===== config.mk =====
export PLATFORM = sky130hd
export DESIGN_NAME = mul_sched
export DESIGN_NICKNAME = d
export VERILOG_FILES = /design/src/rtl/mul_sched_pkg.sv /design/src/rtl/mul_sched_pipe.sv /design/src/rtl/mul_sched.sv
export SDC_FILE = /design/constraint.sdc
export NUM_CORES = 2
export LEC_CHECK = 0
export CAP_MARGIN = 15
export CORE_MARGIN = 1
export CORE_UTILIZATION = 50
export CTS_CLUSTER_DIAMETER = 80
export CTS_CLUSTER_SIZE = 8
export DETAILED_ROUTE_END_ITERATION = 10
export PLACE_DENSITY = 0.68
export SYNTH_ARGS = -nofsm -noshare
export SYNTH_HDL_FRONTEND = slang
export SYNTH_HIERARCHICAL = 1
export SYNTH_SLANG_ARGS = --single-unit

===== constraint.sdc =====
create_clock -name clk_i -period 16.3 [get_ports clk_i]
set_input_delay 4.89 -clock clk_i [delete_from_list [all_inputs] [get_ports clk_i]]
set_output_delay 4.89 -clock clk_i [all_outputs]
set_load 0.02 [all_outputs]

===== src/rtl/mul_sched_pkg.sv =====
// mul_sched_pkg: types shared by the multiplier scheduler
// and its pipelined multiplier.
package mul_sched_pkg;

    localparam int WIDTH_DEF = 32;
    localparam int N_REQ_MAX = 8;
    localparam int TAG_BITS  = $clog2(N_REQ_MAX);

    typedef logic [TAG_BITS-1:0] tag_t;

    typedef struct packed {
        logic                 v;
        tag_t                 tag;
        logic [WIDTH_DEF-1:0] a;
        logic [WIDTH_DEF-1:0] b;
    } stage_t;

    function automatic logic [N_REQ_MAX-1:0] onehot(
        input tag_t idx
    );
        return N_REQ_MAX'(1) << idx;
    endfunction

endpackage


===== src/rtl/mul_sched_pipe.sv =====
// mul_pipe: registered unsigned multiplier with a parallel
// valid/tag shift register; drop-in for a vendor multiplier.
module mul_pipe
    import mul_sched_pkg::*;
#(
    parameter int WIDTH   = WIDTH_DEF,
    parameter int LATENCY = 4,
    parameter int TAG_W   = TAG_BITS
) (
    input  logic               clk_i,
    input  logic               rst_i,
    input  logic               v_i,
    input  logic [TAG_W-1:0]   tag_i,
    input  logic [WIDTH-1:0]   a_i,
    input  logic [WIDTH-1:0]   b_i,
    output logic               v_o,
    output logic [TAG_W-1:0]   tag_o,
    output logic [2*WIDTH-1:0] p_o
);

    localparam int PW = 2 * WIDTH;

    logic [LATENCY-1:0] v_q;
    logic [TAG_W-1:0]   tag_q [LATENCY];
    logic [PW-1:0]      p_q   [LATENCY];

    always_ff @(posedge clk_i) begin
        if (rst_i) begin
            v_q <= '0;
        end else begin
            v_q[0] <= v_i;
            for (int k = 1; k < LATENCY; k++) begin
                v_q[k] <= v_q[k-1];
            end
        end
    end

    // Data path carries no reset; only v qualifies it.
    always_ff @(posedge clk_i) begin
        p_q[0]   <= PW'(a_i) * PW'(b_i);
        tag_q[0] <= tag_i;
        for (int k = 1; k < LATENCY; k++) begin
            p_q[k]   <= p_q[k-1];
            tag_q[k] <= tag_q[k-1];
        end
    end

    assign v_o   = v_q[LATENCY-1];
    assign tag_o = tag_q[LATENCY-1];
    assign p_o   = p_q[LATENCY-1];

endmodule


===== src/rtl/mul_sched.sv =====
// mul_sched: round-robin sharing of one pipelined multiplier,
// returning each tagged product to its requester.
module mul_sched
    import mul_sched_pkg::*;
#(
    parameter int N_REQ   = 4,
    parameter int WIDTH   = WIDTH_DEF,
    parameter int LATENCY = 4
) (
    input  logic                         clk_i,
    input  logic                         rst_i,
    input  logic                         hold_i,
    input  logic [N_REQ-1:0]             req_valid_i,
    output logic [N_REQ-1:0]             req_ready_o,
    input  logic [N_REQ*WIDTH-1:0]       req_a_i,
    input  logic [N_REQ*WIDTH-1:0]       req_b_i,
    output logic [N_REQ-1:0]             rsp_valid_o,
    output logic [2*WIDTH-1:0]           rsp_p_o,
    output logic [$clog2(LATENCY+1)-1:0] inflight_o,
    output logic                         busy_o
);

    localparam int PTR_W = $clog2(N_REQ);
    localparam int IW    = $clog2(LATENCY+1);

    logic [PTR_W-1:0]   rr_q, rr_d;
    logic [IW-1:0]      infl_q, infl_d;
    logic [N_REQ-1:0]   rsp_v_q, rsp_v_d;
    logic [2*WIDTH-1:0] rsp_p_q, rsp_p_d;

    logic               found;
    logic               issue;
    logic [PTR_W-1:0]   gidx;
    logic [PTR_W-1:0]   idx;
    logic [WIDTH-1:0]   a_sel;
    logic [WIDTH-1:0]   b_sel;
    logic               pv;
    tag_t               ptag;
    logic [2*WIDTH-1:0] pp;

    // First valid requester at or after rr_q, wrapping.
    always_comb begin : arb
        found = 1'b0;
        gidx  = '0;
        idx   = '0;
        for (int k = 0; k < N_REQ; k++) begin
            idx = PTR_W'((int'(rr_q) + k) % N_REQ);
            if (!found && req_valid_i[idx]) begin
                found = 1'b1;
                gidx  = idx;
            end
        end
    end

    assign issue = found & ~hold_i & ~rst_i;

    always_comb begin : grant
        req_ready_o = '0;
        if (issue) begin
            req_ready_o = N_REQ'(onehot(tag_t'(gidx)));
        end
    end

    always_comb begin : opmux
        a_sel = '0;
        b_sel = '0;
        for (int i = 0; i < N_REQ; i++) begin
            if (gidx == PTR_W'(i)) begin
                a_sel = req_a_i[i*WIDTH +: WIDTH];
                b_sel = req_b_i[i*WIDTH +: WIDTH];
            end
        end
    end

    mul_pipe #(
        .WIDTH   (WIDTH),
        .LATENCY (LATENCY),
        .TAG_W   (TAG_BITS)
    ) u_pipe (
        .clk_i (clk_i),
        .rst_i (rst_i),
        .v_i   (issue),
        .tag_i (tag_t'(gidx)),
        .a_i   (a_sel),
        .b_i   (b_sel),
        .v_o   (pv),
        .tag_o (ptag),
        .p_o   (pp)
    );

    always_comb begin : nxt
        rr_d    = rr_q;
        infl_d  = infl_q;
        rsp_v_d = '0;
        rsp_p_d = rsp_p_q;
        if (issue) begin
            rr_d = (gidx == PTR_W'(N_REQ-1)) ?
                   '0 : gidx + PTR_W'(1);
        end
        unique case ({issue, pv})
            2'b10:   infl_d = infl_q + IW'(1);
            2'b01:   infl_d = infl_q - IW'(1);
            default: infl_d = infl_q;
        endcase
        if (pv) begin
            rsp_v_d = N_REQ'(onehot(ptag));
            rsp_p_d = pp;
        end
    end

    always_ff @(posedge clk_i) begin
        if (rst_i) begin
            rr_q    <= '0;
            infl_q  <= '0;
            rsp_v_q <= '0;
            rsp_p_q <= '0;
        end else begin
            rr_q    <= rr_d;
            infl_q  <= infl_d;
            rsp_v_q <= rsp_v_d;
            rsp_p_q <= rsp_p_d;
        end
    end

    assign rsp_valid_o = rsp_v_q;
    assign rsp_p_o     = rsp_p_q;
    assign inflight_o  = infl_q;
    assign busy_o      = (infl_q != '0) | (|req_valid_i);

endmodule


==> results by stage <==
Logic synthesis:
- The xor/xnor cell area share of the yosys netlist is 0.0114.
- The fraction of the mapped netlist area in simple logic gates is 0.162.
- Each instance of the synthesized netlist takes up on average between 9 and 10 um2.
- Yosys mapped a number of flops with a built-in enable equal to 0.
- By area, the combinational part of the netlist is dominated by adder cells.
- The fraction of synthesized cell area taken by the top area cell type is 0.408.
- Sorting the synthesized cells by area gives the leading types as sky130_fd_sc_hd__fa_1 (41%), sky130_fd_sc_hd__dfxtp_1 (16%), sky130_fd_sc_hd__and2_1 (8.6%), sky130_fd_sc_hd__ha_1 (7.6%), sky130_fd_sc_hd__inv_1 (7.5%).
- The most common cell in the netlist is sky130_fd_sc_hd__fa_1.
- The most used flip-flop cell after synthesis is sky130_fd_sc_hd__dfxtp_1.
- The compound-gate portion of the synthesized area is 0.0672.
- The synthesized netlist contains 76 unique library cells.
- The adder-cell area share of the yosys netlist is 0.485.
- The portion of synthesized area spent on multiplexers is 0.0152.
- The register bit count reported by yosys is 345.
- During synthesis, Yosys emitted a total of 6 warnings.
- The cell accounting for the most synthesized area is sky130_fd_sc_hd__fa_1.
- After synthesis, the most frequently instantiated cells are sky130_fd_sc_hd__fa_1 (897), sky130_fd_sc_hd__inv_1 (880), sky130_fd_sc_hd__nand2_1 (614), sky130_fd_sc_hd__and2_1 (608), sky130_fd_sc_hd__dfxtp_1 (345).
- The async set-reset flop share out of synthesis is 0.
- The net count after synthesis is 6,154.
- For this run, the register share of the synthesized area comes to 0.157.
- The number of instances in the synthesized netlist is ~4,700.
- The post-synthesis instance area is approximately 0.044 mm2.

Global routing:
- The first global-routing pass estimated approximately 190,000 um of wire.
- The number of global-route vias before repair is around 34,000.
- The initial antenna violation count is 6.
- Entering global routing, the biggest net connects 75 pins.
- For this run, the total global-route usage over all layers was measured as 0.282.
- For this run the aggregate overflow at the end of global routing stands at 0.

Placed design:
- Detailed placement finished with a half-perimeter wire length of between 90,000 and 100,000 um.
- The count of buffers inserted at the top-level ports is around 340.
- The last weighted congestion value of the routability-driven placer is ~0.95.

Clocking:
- The longest clock path from root to sink contains 3 buffers.
- The clock tree from TritonCTS is done.
- The post-CTS setup buffer count is 0.
- In this run, CTS created clock tree buffers numbering 49.
- The later pin in the worst-skew pair is clocked with a latency of slightly below 0.6 ns.
- The CTS H-tree depth is 2.
- Hold repair after CTS inserted 0 buffers.
- The clock slew at the register clock pins of the worst setup and hold paths is around 0.050 ns.
- CTS placed an instance of sky130_fd_sc_hd__clkbuf_16 at the clock tree root.
- The number of resized instances in the post-cts repair step is 0.
- The clock sink total is approximately 350.

Layout:
- Counting the fill cells in the layout gives ~7,600.
- The layout cell share with drive strength beyond 1 is 0.0511.
- The relative area change from synthesis to final layout is 13.6%.
- The fraction of the core area covered by cells at the end of the flow is 0.575.
- The final layout contains roughly 6,400 nets.

Run:
- The count of maximum capacitance violations is 0.

Setup path:
- The kind of cell adding the most delay to the critical path is adder cells.
- STA classifies the critical path endpoint as a flop.
- For the worst setup path, the data arrival time is 15.74 ns.
- In this run the critical register-to-register path is launched from rr_q[1]$_SDFFE_PP0N_.
- The worst setup path category is in2reg.
- The number of cells on the worst reg-to-reg path is 32.
- Tracing the worst setup path back leads to its startpoint at req_valid_i[0].
- The slowest stage of the critical path belongs to the cell sky130_fd_sc_hd__o21ai_2.
- The required time at the worst-slack endpoint is 16.75 ns.
- The most used cell along the critical path is sky130_fd_sc_hd__fa_1.
- Of all nets on the critical path, the largest fanout is 30.
- The number of buffers and inverters on the critical path is 7.
- The depth of the critical timing path with buffers and inverters included is 33.
- In this design, the stage delay of the slowest critical-path cell is roughly 0.8 ns.
- STA classifies the critical path startpoint as a primary input.

STA:
- The highest attainable clock frequency is about 0.065 GHz.
- Dividing the final minimum period by the clock period gives 0.938.
- Across the routed clock network, the largest skew measured is between 0.04 and 0.05 ns.
- Adding up every negative setup slack in the final design gives 0 ns.
- After layout, the minimum clock period comes to around 15 ns.
- The relative slew slack is 0.139.
- The number of hold-slack violations in the final timing report is 0.
- Setup repair after global routing left no endpoint under its margin.
- The number of setup violations in the final report is 0.
- At the pin with the least slew margin, the transition time is roughly 1.3 ns.
- The count of pins over their slew limit is 0.

Die:
- Measured along the x axis, the die boundary spans roughly 300 um.
- The area of the die is slightly below 0.09 mm2.
- The I/O pin total is 339.
- The initial cell density of the core is 0.506.
- The standard cell core area is just under 0.09 mm2.
- The floorplan die height is ~300 um.
- The initialized floorplan defines approximately 110 standard-cell rows.

Routing:
- The final route contains between 30,000 and 40,000 vias.
- The detail-routed net length per standard cell is between 20 and 25 um.
- The number of DRC markers after the initial detailed-route iteration is 2,608.
- The remaining number of nets flagged by the antenna check after routing is 0.
- The first-pass iteration count of the detailed router is 5.
- The aggregate routed wire length is about 120,000 um.
- Dividing the detail-routed via count by the number of cells gives about 5.3.
- The number of DRC violations after detailed routing is 0.

Hold path:
- In this run the most critical hold path is launched from u_pipe/p_q[2][9]$_DFF_P_.
- The tightest min-delay check is of the reg2reg type.
- Along the worst hold path, the cell count comes to 0.

Run status:
- The flow ran to the end, and the final reports show no timing, DRC or antenna violations.
[per-layer routing]
metal  GRT usage  vias up  share of wire
li1            -    14556              -
met1       0.375    16609           0.40
met2       0.474     1153           0.49
met3      0.0361      247          0.064
met4       0.103        0          0.039
met5           0        -              0
[cell usage in the layout (no fill, tap or decap), drive strengths merged, types with 3 or more instances in the layout]
cell type / netlist / layout
fa: 897 / 897
inv: 880 / 880
nand2: 614 / 614
and2: 609 / 609
dfxtp: 345 / 345
clkdlybuf4s50: 0 / 337
ha: 268 / 268
o21ai: 239 / 239
a21oi: 149 / 149
nor2: 102 / 102
buf: 40 / 100
mux2i: 67 / 67
clkbuf: 247 / 51
xnor2: 42 / 42
a21o: 31 / 31
nand4: 25 / 25
o21bai: 16 / 16
nor3: 16 / 16
xor2: 15 / 15
and3: 11 / 11
nand3: 11 / 11
a31oi: 9 / 9
or3: 8 / 8
nor2b: 8 / 8
a211oi: 6 / 6
nand2b: 5 / 5
o211a: 5 / 5
nor4: 5 / 5
a2111oi: 5 / 5
o31ai: 5 / 5
a21boi: 5 / 5
a211o: 4 / 4
o21a: 3 / 3
clkinv: 0 / 3
o41ai: 3 / 3
[stage by stage]
step	hold slack, ns	worst slack [ns]	instances	area, um2
finish	0.294	1.01	6087	50000
global route	0.286	0.547	6086	50000
CTS	0.289	1.21	6086	50000
detailed placement	0.312	0.630	6031	48700
global placement	0.310	0.619	6031	48700
floorplan	0.310	3.31	4726	44000
[sequential cells by signal, indices dropped and copies added (netlist names)]
register	flops
rr_q	2
rsp_p_o	64
u_pipe/p_q	256
inflight_o	3
u_pipe/v_q	4
rsp_valid_o	4
u_pipe/tag_q	12
[path summary, 6_finish.rpt]
check                         endpoint  slack [ns]
min           u_pipe/p_q[3][9]$_DFF_P_        0.29
max          u_pipe/p_q[0][62]$_DFF_P_        1.01
max reg2reg  u_pipe/p_q[0][62]$_DFF_P_        5.55
min reg2reg   u_pipe/p_q[3][9]$_DFF_P_        0.29
[layout make-up]
| cell class | count | area, um2 | share of cell area |
|---|---|---|---|
| Multi-Input combinational cell | 3214 | 32800 | 0.657 |
| Timing Repair Buffer | 437 | 4170 | 0.0835 |
| Antenna cell | 1 | 2.50 | 0.0000501 |
| Tap cell | 1155 | 1450 | 0.0289 |
| Clock buffer | 51 | 1240 | 0.0249 |
| Clock inverter | 4 | 83.8 | 0.00168 |
| Sequential cell | 345 | 6910 | 0.138 |
| Inverter | 880 | 3300 | 0.0661 |
[cells by family after synthesis]
kind of cell,after synthesis
xor gates and xnor gates,57
AOI/OAI and AO/OA,502
other,1
DFF,345
and+or+nand+nor,1422
muxes,67
adders and majority gates,1165
buffers and inverters,1167
Power is left out: the tool's default activity adds up to more than one toggle a clock period on the data nets, which glitch-free logic cannot reach.
